===== src/rtl/eq_decision_ctrl_pkg.sv =====
// Shared definitions for the equalizer decision controller: FSM encodings,
// step-size gear codes, PRBS seeds and fixed-point level helpers.
package eq_decision_ctrl_pkg;

  typedef enum logic [1:0] {
    ST_IDLE  = 2'd0,
    ST_TRAIN = 2'd1,
    ST_DD    = 2'd2,
    ST_LOCK  = 2'd3
  } eq_state_e;

  localparam logic [1:0] MU_SLOW = 2'd0;
  localparam logic [1:0] MU_MID  = 2'd1;
  localparam logic [1:0] MU_FAST = 2'd2;

  localparam int PRBS_W = 9;
  localparam logic [PRBS_W-1:0] PRBS_SEED_I = 9'h1FF;
  localparam logic [PRBS_W-1:0] PRBS_SEED_Q = 9'h0AA;

  // Constellation levels as integer codes for a given number of fractional bits
  function automatic int lvl_half(input int nbf);
    return 32'sd1 <<< (nbf - 1);
  endfunction

  function automatic int lvl_one(input int nbf);
    return 32'sd1 <<< nbf;
  endfunction

  function automatic int lvl_three_half(input int nbf);
    return 32'sd3 <<< (nbf - 1);
  endfunction

endpackage


===== src/rtl/eq_decision_ctrl_prbs9.sv =====
// PRBS9 (x^9 + x^5 + 1) source advancing two steps per enable;
// o_bits[1] is the older of the two bits produced by the next advance.
module prbs9_gen
  import eq_decision_ctrl_pkg::*;
#(
  parameter logic [PRBS_W-1:0] SEED = 9'h1FF
) (
  input  logic       clk,
  input  logic       i_reset,
  input  logic       i_reseed,
  input  logic       i_en,
  output logic [1:0] o_bits
);

  logic [PRBS_W-1:0] r_lfsr;

  // Two-step shift register; reseed has priority over advance
  always_ff @(posedge clk) begin
    if (i_reset || i_reseed) begin
      r_lfsr <= SEED;
    end else if (i_en) begin
      r_lfsr <= {r_lfsr[6:0], r_lfsr[8] ^ r_lfsr[4], r_lfsr[7] ^ r_lfsr[3]};
    end
  end

  assign o_bits = r_lfsr[8:7];

endmodule


===== src/rtl/eq_decision_ctrl.sv =====
// Decision controller for an adaptive equalizer: slicer / training reference,
// error generation, leaky MSE estimate and the TRAIN / DD / DD_LOCK sequencer.
module eq_decision_ctrl
  import eq_decision_ctrl_pkg::*;
#(
  parameter int NBT_IN       = 12,
  parameter int NBF_IN       = 9,
  parameter int NBT_ERR      = 12,
  parameter int NBF_ERR      = 9,
  parameter int NBT_MSE      = 16,
  parameter int NBF_MSE      = 14,
  parameter int MSE_AVG_LOG2 = 6,
  parameter int TRAIN_LEN    = 1024,
  parameter logic [NBT_MSE-1:0] LOCK_THR   = 16'h0100,
  parameter logic [NBT_MSE-1:0] UNLOCK_THR = 16'h0400,
  parameter int LOCK_CNT     = 32
) (
  input  logic               clk,
  input  logic               i_reset,
  input  logic [NBT_IN-1:0]  i_is_data_I,
  input  logic [NBT_IN-1:0]  i_is_data_Q,
  input  logic               i_valid,
  input  logic               i_mode,
  input  logic               i_start,
  input  logic               i_stop,
  input  logic               i_skip_train,
  output logic [NBT_IN-1:0]  o_sym_I,
  output logic [NBT_IN-1:0]  o_sym_Q,
  output logic [NBT_ERR-1:0] o_err_I,
  output logic [NBT_ERR-1:0] o_err_Q,
  output logic               o_err_valid,
  output logic [NBT_MSE-1:0] o_mse,
  output logic [1:0]         o_state,
  output logic               o_lock,
  output logic [1:0]         o_mu_sel
);

  localparam logic signed [NBT_IN-1:0] L_P05 = NBT_IN'(lvl_half(NBF_IN));
  localparam logic signed [NBT_IN-1:0] L_P10 = NBT_IN'(lvl_one(NBF_IN));
  localparam logic signed [NBT_IN-1:0] L_P15 = NBT_IN'(lvl_three_half(NBF_IN));
  localparam logic signed [NBT_IN-1:0] L_M05 = NBT_IN'(-lvl_half(NBF_IN));
  localparam logic signed [NBT_IN-1:0] L_M10 = NBT_IN'(-lvl_one(NBF_IN));
  localparam logic signed [NBT_IN-1:0] L_M15 = NBT_IN'(-lvl_three_half(NBF_IN));

  // Error path: align input fractional bits to the error format before saturating
  localparam int ERR_LSH = (NBF_ERR >= NBF_IN) ? NBF_ERR - NBF_IN : 0;
  localparam int ERR_RSH = (NBF_IN > NBF_ERR) ? NBF_IN - NBF_ERR : 0;
  localparam int W_D = (NBT_IN + 2 + ERR_LSH > NBT_ERR + 1) ? NBT_IN + 2 + ERR_LSH : NBT_ERR + 1;
  localparam logic signed [W_D-1:0] ERR_MAX = W_D'((32'sd1 <<< (NBT_ERR - 1)) - 32'sd1);
  localparam logic signed [W_D-1:0] ERR_MIN = W_D'(-(32'sd1 <<< (NBT_ERR - 1)));

  localparam int SQ_LSH = (NBF_MSE > 2 * NBF_ERR) ? NBF_MSE - 2 * NBF_ERR : 0;
  localparam int SQ_RSH = (2 * NBF_ERR > NBF_MSE) ? 2 * NBF_ERR - NBF_MSE : 0;
  localparam int W_SQ = (2 * NBT_ERR + 1 + SQ_LSH > NBT_MSE + 1) ? 2 * NBT_ERR + 1 + SQ_LSH : NBT_MSE + 1;
  localparam logic [W_SQ-1:0] SQ_MAX = W_SQ'({NBT_MSE{1'b1}});

  localparam logic [15:0] TRAIN_LAST = 16'(TRAIN_LEN - 1);
  localparam logic [15:0] LOCK_LAST  = 16'(LOCK_CNT - 1);

  function automatic logic [NBT_IN-1:0] slice(input logic signed [NBT_IN-1:0] y, input logic mode);
    logic [NBT_IN-1:0] d;
    if (mode == 1'b0) begin
      d = y[NBT_IN-1] ? L_M10 : L_P10;
    end else if (y >= L_P10) begin
      d = L_P15;
    end else if (y[NBT_IN-1] == 1'b0) begin
      d = L_P05;
    end else if (y >= L_M10) begin
      d = L_M05;
    end else begin
      d = L_M15;
    end
    return d;
  endfunction

  function automatic logic [NBT_IN-1:0] train_sym(input logic [1:0] b, input logic mode);
    logic [NBT_IN-1:0] d;
    if (mode == 1'b0) begin
      d = b[1] ? L_M10 : L_P10;
    end else if (b[1]) begin
      d = b[0] ? L_M15 : L_M05;
    end else begin
      d = b[0] ? L_P15 : L_P05;
    end
    return d;
  endfunction

  function automatic logic [NBT_ERR-1:0] sat_err(input logic signed [W_D-1:0] v);
    logic [NBT_ERR-1:0] r;
    if (v > ERR_MAX) begin
      r = ERR_MAX[NBT_ERR-1:0];
    end else if (v < ERR_MIN) begin
      r = ERR_MIN[NBT_ERR-1:0];
    end else begin
      r = v[NBT_ERR-1:0];
    end
    return r;
  endfunction

  eq_state_e r_state, w_state_nxt;
  logic [1:0] w_mu_nxt, r_mu_sel;
  logic r_lock;

  logic [NBT_IN-1:0]  r_sym_i, r_sym_q, w_dec_i, w_dec_q, w_ref_i, w_ref_q;
  logic [NBT_ERR-1:0] r_err_i, r_err_q, w_err_i, w_err_q;
  logic               r_err_valid;
  logic signed [W_D-1:0] w_diff_i, w_diff_q;
  logic [1:0] w_prbs_i, w_prbs_q;
  logic       w_prbs_en;

  logic [15:0] r_sym_cnt, r_lock_cnt;
  logic [NBT_MSE-1:0] r_mse, w_sq_sat, w_mse_nxt;
  logic signed [2*NBT_ERR-1:0] w_sq_i, w_sq_q;
  logic [W_SQ-1:0] w_sq_sum, w_sq_al;
  logic signed [NBT_MSE+1:0] w_mse_diff, w_mse_step, w_mse_sum;
  logic w_below, w_unlock;

  assign w_prbs_en = i_valid && (r_state == ST_TRAIN);
  assign w_below   = (r_mse < LOCK_THR);
  assign w_unlock  = (r_mse > UNLOCK_THR);

  prbs9_gen #(.SEED(PRBS_SEED_I)) u_prbs_i (
    .clk      (clk),
    .i_reset  (i_reset),
    .i_reseed (i_start),
    .i_en     (w_prbs_en),
    .o_bits   (w_prbs_i)
  );

  prbs9_gen #(.SEED(PRBS_SEED_Q)) u_prbs_q (
    .clk      (clk),
    .i_reset  (i_reset),
    .i_reseed (i_start),
    .i_en     (w_prbs_en),
    .o_bits   (w_prbs_q)
  );

  // Decision, reference selection and saturated error
  always_comb begin
    w_dec_i = slice($signed(i_is_data_I), i_mode);
    w_dec_q = slice($signed(i_is_data_Q), i_mode);
    if (r_state == ST_TRAIN) begin
      w_ref_i = train_sym(w_prbs_i, i_mode);
      w_ref_q = train_sym(w_prbs_q, i_mode);
    end else begin
      w_ref_i = w_dec_i;
      w_ref_q = w_dec_q;
    end
    w_diff_i = ((W_D'($signed(i_is_data_I)) - W_D'($signed(w_ref_i))) <<< ERR_LSH) >>> ERR_RSH;
    w_diff_q = ((W_D'($signed(i_is_data_Q)) - W_D'($signed(w_ref_q))) <<< ERR_LSH) >>> ERR_RSH;
    w_err_i  = sat_err(w_diff_i);
    w_err_q  = sat_err(w_diff_q);
  end

  // Squared error and leaky-average update; floor shift lets the estimate reach 0
  always_comb begin
    w_sq_i   = $signed(r_err_i) * $signed(r_err_i);
    w_sq_q   = $signed(r_err_q) * $signed(r_err_q);
    w_sq_sum = W_SQ'($unsigned(w_sq_i)) + W_SQ'($unsigned(w_sq_q));
    w_sq_al  = (w_sq_sum << SQ_LSH) >> SQ_RSH;
    if (w_sq_al > SQ_MAX) begin
      w_sq_sat = {NBT_MSE{1'b1}};
    end else begin
      w_sq_sat = w_sq_al[NBT_MSE-1:0];
    end
    w_mse_diff = $signed({2'b00, w_sq_sat}) - $signed({2'b00, r_mse});
    w_mse_step = w_mse_diff >>> MSE_AVG_LOG2;
    w_mse_sum  = $signed({2'b00, r_mse}) + w_mse_step;
    if (w_mse_sum[NBT_MSE+1]) begin
      w_mse_nxt = {NBT_MSE{1'b0}};
    end else if (w_mse_sum[NBT_MSE]) begin
      w_mse_nxt = {NBT_MSE{1'b1}};
    end else begin
      w_mse_nxt = w_mse_sum[NBT_MSE-1:0];
    end
  end

  // Symbol/error output registers, one cycle behind i_valid, silent in IDLE
  always_ff @(posedge clk) begin
    if (i_reset) begin
      r_sym_i     <= {NBT_IN{1'b0}};
      r_sym_q     <= {NBT_IN{1'b0}};
      r_err_i     <= {NBT_ERR{1'b0}};
      r_err_q     <= {NBT_ERR{1'b0}};
      r_err_valid <= 1'b0;
    end else if (i_valid && (r_state != ST_IDLE)) begin
      r_sym_i     <= w_dec_i;
      r_sym_q     <= w_dec_q;
      r_err_i     <= w_err_i;
      r_err_q     <= w_err_q;
      r_err_valid <= 1'b1;
    end else begin
      r_err_valid <= 1'b0;
    end
  end

  // Training/lock counters and MSE estimate
  always_ff @(posedge clk) begin
    if (i_reset || i_start) begin
      r_sym_cnt  <= 16'd0;
      r_lock_cnt <= 16'd0;
      r_mse      <= {NBT_MSE{1'b1}};
    end else begin
      if (r_err_valid) begin
        r_mse <= w_mse_nxt;
      end
      if (i_valid) begin
        case (r_state)
          ST_TRAIN: r_sym_cnt  <= (r_sym_cnt == TRAIN_LAST) ? 16'd0 : r_sym_cnt + 16'd1;
          ST_DD:    r_lock_cnt <= w_below ? r_lock_cnt + 16'd1 : 16'd0;
          ST_LOCK:  r_lock_cnt <= w_unlock ? 16'd0 : r_lock_cnt;
          default:  r_lock_cnt <= r_lock_cnt;
        endcase
      end
    end
  end

  // Next-state and step-size gear; stop outranks start
  always_comb begin
    w_state_nxt = r_state;
    w_mu_nxt    = MU_SLOW;
    if (i_stop) begin
      w_state_nxt = ST_IDLE;
    end else if (i_start) begin
      if (i_skip_train) begin
        w_state_nxt = ST_DD;
      end else begin
        w_state_nxt = ST_TRAIN;
      end
    end else if (i_valid) begin
      case (r_state)
        ST_TRAIN: w_state_nxt = (r_sym_cnt == TRAIN_LAST) ? ST_DD : ST_TRAIN;
        ST_DD:    w_state_nxt = (w_below && (r_lock_cnt == LOCK_LAST)) ? ST_LOCK : ST_DD;
        ST_LOCK:  w_state_nxt = w_unlock ? ST_DD : ST_LOCK;
        default:  w_state_nxt = ST_IDLE;
      endcase
    end else begin
      w_state_nxt = r_state;
    end
    case (w_state_nxt)
      ST_TRAIN: w_mu_nxt = MU_FAST;
      ST_DD:    w_mu_nxt = MU_MID;
      default:  w_mu_nxt = MU_SLOW;
    endcase
  end

  // State register with lock/gear outputs registered alongside it
  always_ff @(posedge clk) begin
    if (i_reset) begin
      r_state  <= ST_IDLE;
      r_lock   <= 1'b0;
      r_mu_sel <= MU_SLOW;
    end else begin
      r_state  <= w_state_nxt;
      r_lock   <= (w_state_nxt == ST_LOCK);
      r_mu_sel <= w_mu_nxt;
    end
  end

  assign o_sym_I     = r_sym_i;
  assign o_sym_Q     = r_sym_q;
  assign o_err_I     = r_err_i;
  assign o_err_Q     = r_err_q;
  assign o_err_valid = r_err_valid;
  assign o_mse       = r_mse;
  assign o_state     = r_state;
  assign o_lock      = r_lock;
  assign o_mu_sel    = r_mu_sel;

endmodule


===== config.mk =====
export PLATFORM = sky130hd
export DESIGN_NAME = eq_decision_ctrl
export DESIGN_NICKNAME = d
export VERILOG_FILES = /design/src/rtl/eq_decision_ctrl_pkg.sv /design/src/rtl/eq_decision_ctrl_prbs9.sv /design/src/rtl/eq_decision_ctrl.sv
export SDC_FILE = /design/constraint.sdc
export NUM_CORES = 1
export LEC_CHECK = 0
export BUFFER_PORTS_ARGS = -buffer_cell sky130_fd_sc_hd__buf_2
export CAP_MARGIN = 20
export CORE_ASPECT_RATIO = 1.1
export CORE_MARGIN = 1.5
export CORE_UTILIZATION = 55
export CTS_CLUSTER_SIZE = 14
export DETAILED_ROUTE_END_ITERATION = 8
export PLACE_DENSITY = 0.79
export SYNTH_ARGS = -nofsm -noshare
export SYNTH_HDL_FRONTEND = slang
export SYNTH_SLANG_ARGS = --single-unit
export TNS_END_PERCENT = 100

===== constraint.sdc =====
create_clock -name clk -period 16.3 [get_ports clk]
set_input_delay 1.63 -clock clk [delete_from_list [all_inputs] [get_ports clk]]
set_output_delay 1.63 -clock clk [all_outputs]
set_load 0.03 [all_outputs]

==> results.yml <==
route:
  wl_per_cell_um: 15.6
  routed_wl_mm: 37.0
  postRouteAntennaNets: 0
  vias_per_cell: 5.46
  drc: 0
  vias: 13000
  dr.pass1.iters: 7
  drt-initial-drc-count: 666
timing:
  rsz0062_at_grt: "false"
  timing.slew.headroom_pct: 25.7
  tns_ns: 0
  slew_violations: 0
  hold_slack_ns: 0.456
  clock.fmax_mhz: 75.3
  period_share_pct: 81.5
  fin_crit_ns: 13.29
  worstMarginPinSlew_ns: 1.11
  setup_viol: 0
  finalHoldViolCount: 0
  clock-skew-final_ns: 0.0185
worst_setup_path:
  cp_max_fo: 17
  cpPeakStageDelay_ns: 0.74
  start_kind: "register"
  critical-path-top-delay-family: "adder cells"
  required_ns: 16.59
  crit_path_end_kind: "register"
  cp.arrival_ns: 13.57
  crit_type: "reg -> reg"
  critPathBufInv: 5
  crit_top_cell: "a21oi_1"
  critical-path-slowest-cell: "mux2i_2"
run_status:
  outcome: "completed"
synth:
  synth_edf_count: 0
  yosys_warnings: 0
  synthFlopType: "dfxtp_1"
  ys_types: 65
  synth_adder_area_share_pct: 42.6
  synth_area_um2: 16500
  synthCells: 1968
  syn_avg_cell_area_um2: 8.38
  yosys.area_share.simple_pct: 16.4
  synth_top_family_by_area: "adder cells"
  yosysSeqAreaShare_pct: 12.3
  synth_xor_area_share_pct: 6.53
  synth.area.mux_share_pct: 0.508
  synthArstFlopShare_pct: 0
  synth_compound_area_share_pct: 10.3
  ys_ff_latch: 101
final_layout:
  fill_cells: 2573
  mostFrequentLayoutCells: "inv_1 (393), fa_1 (244), nand2_1 (177), ha_1 (171), nor2_1 (163)"
  final_common_cell: "inv_1"
  final_layout_size_suffix_gt1_share_pct: 6.54
  num_antenna_cells: 0
  nets: 2445
  stdcell_count: 2378
  design_area_um2: 17400
  area_growth_pct: 5.33
power:
  peakVddDrop_mv: 0.0654
  swShare_pct: 45.1
  p_leak_uw: 0.00929
  clkPwrFrac_pct: 21.7
  power.internal_uw: 572
  seq_power_share_pct: 25.9
  combPwrFrac_pct: 52.4
  power.density_nw_per_um2: 60.0
  p_switching_uw: 470
  power.total_uw: 1040
cts:
  path_clk_slew_ns: 0.09
  tritoncts: "yes"
  htree_levels: 3
  clockRootBuffer: "clkbuf_16"
  worstSkewPairLatency_ns: 0.36
  ctsResizeCount: 0
  clkSinkCount: 101
  post_cts_buffers: 0
  cts_made_buffers: 9
  clockBufferDepth: 2
  cts_hold_buf: 0
floorplan:
  die_height_um: 185
  coreArea_um2: 29600
  start_util_pct: 55.8
  pin_count: 101
  die_width_um: 168
  placement_rows: 66
  die_area_um2: 31000
global_route:
  grt_antenna_before_repair: 0
  grt_pass1_wl_mm: 63.6
  grt_start_max_net_pins: 35
  grt_pass1_vias: 13600
  track_usage_pct: 25.4
  overflow: 0
place:
  place.gp.congestion: 0.931
  dp.cells: 2361
  place_hpwl_mm: 30.7
  port-buffer-count: 84
  dpl_cell_area_um2: 17100
worst_hold_path:
  hold_path_class: "reg -> reg"
job:
  max-cap-violations: 0
## power by group through the flow
stage                     Clock, uW  Sequential [uW]  Combinational, uW
after floorplan                   0              272                429
after global placement            0              275                525
after detailed placement          0              276                542
after CTS                       227              270                545
after global routing            238              272                616
final                           226              270                546
## through the flow
| stage | utilization [%] | setup slack (ns) |
|---|---|---|
| floorplan | - | 4.23 |
| global placement | 57.8 | 3.57 |
| detailed placement | 57.8 | 3.19 |
| CTS | 58.7 | 3.13 |
| global route | 58.8 | 1.80 |
| finish | 58.8 | 3.01 |
## worst paths after layout
check | start | endpoint | slack [ns] | cells past startpoint
max | o_err_I[11] | o_mse[12] | 3.01 | 55
max reg2reg | o_err_I[11] | o_mse[12] | 3.01 | 55
min reg2reg | u_prbs_q.r_lfsr[6] | u_prbs_q.r_lfsr[8] | 0.46 | 2
min | u_prbs_q.r_lfsr[6] | u_prbs_q.r_lfsr[8] | 0.46 | 2
## cell usage after synthesis (31+ instances only)
master | number | area, um2
nand2_1 | 177 | 664
o21ai_0 | 43 | 215
ha_1 | 171 | 2140
and2_1 | 49 | 307
xnor2_1 | 77 | 674
inv_1 | 393 | 1480
fa_1 | 244 | 4880
dfxtp_1 | 101 | 2020
xor2_1 | 46 | 403
a21oi_1 | 102 | 510
nand3_1 | 31 | 155
nor2_1 | 163 | 612
a21o_1 | 35 | 263
clkbuf_1 | 61 | 229
nor3_1 | 45 | 225
## cell families after synthesis
kind of cell	after synthesis
fa+ha+maj	415
other cells	1
mux	8
simple gates	575
xor+xnor	123
buf+inv	478
flops	101
compound gates	267
## worst reg2reg max path: cells and delay by family (launching register included)
kind            cells  cell delay [ns]
compound gates     22             3.61
xor+xnor            3             0.38
fa+ha+maj           9             3.67
buf+inv             5             0.72
flops               1             0.73
mux                 1             0.74
simple gates       15             3.33
## layout make-up
| class | instances | area, um2 | share of cell area [%] |
|---|---|---|---|
| multi-input combinational | 1404 | 12700 | 72.9 |
| sequential | 101 | 2020 | 11.6 |
| inverter | 394 | 1480 | 8.51 |
| tap | 374 | 468 | 2.69 |
| timing repair buffer | 89 | 455 | 2.62 |
| clock buffer | 9 | 225 | 1.30 |
| clock inverter | 7 | 58.8 | 0.339 |
## sequential cells by signal, summed over array words and instances (netlist names), 2 cells and up
name / count
r_sym_cnt: 16
o_err_Q: 12
u_prbs_q.r_lfsr: 9
o_state: 2
u_prbs_i.r_lfsr: 9
o_mu_sel: 2
o_err_I: 12
o_sym_I: 3
r_lock_cnt: 16
o_sym_Q: 2
o_mse: 16
## layer usage
metal,vias to the layer above,part of all wire (%),global-route usage (%)
met5,-,0,0
met4,0,2.2,6.86
met3,62,4.3,3.29
met2,311,52,47.2
met1,6376,42,30.9
li1,6237,-,-
No activity file was read; power rests on OpenSTA's default activity.
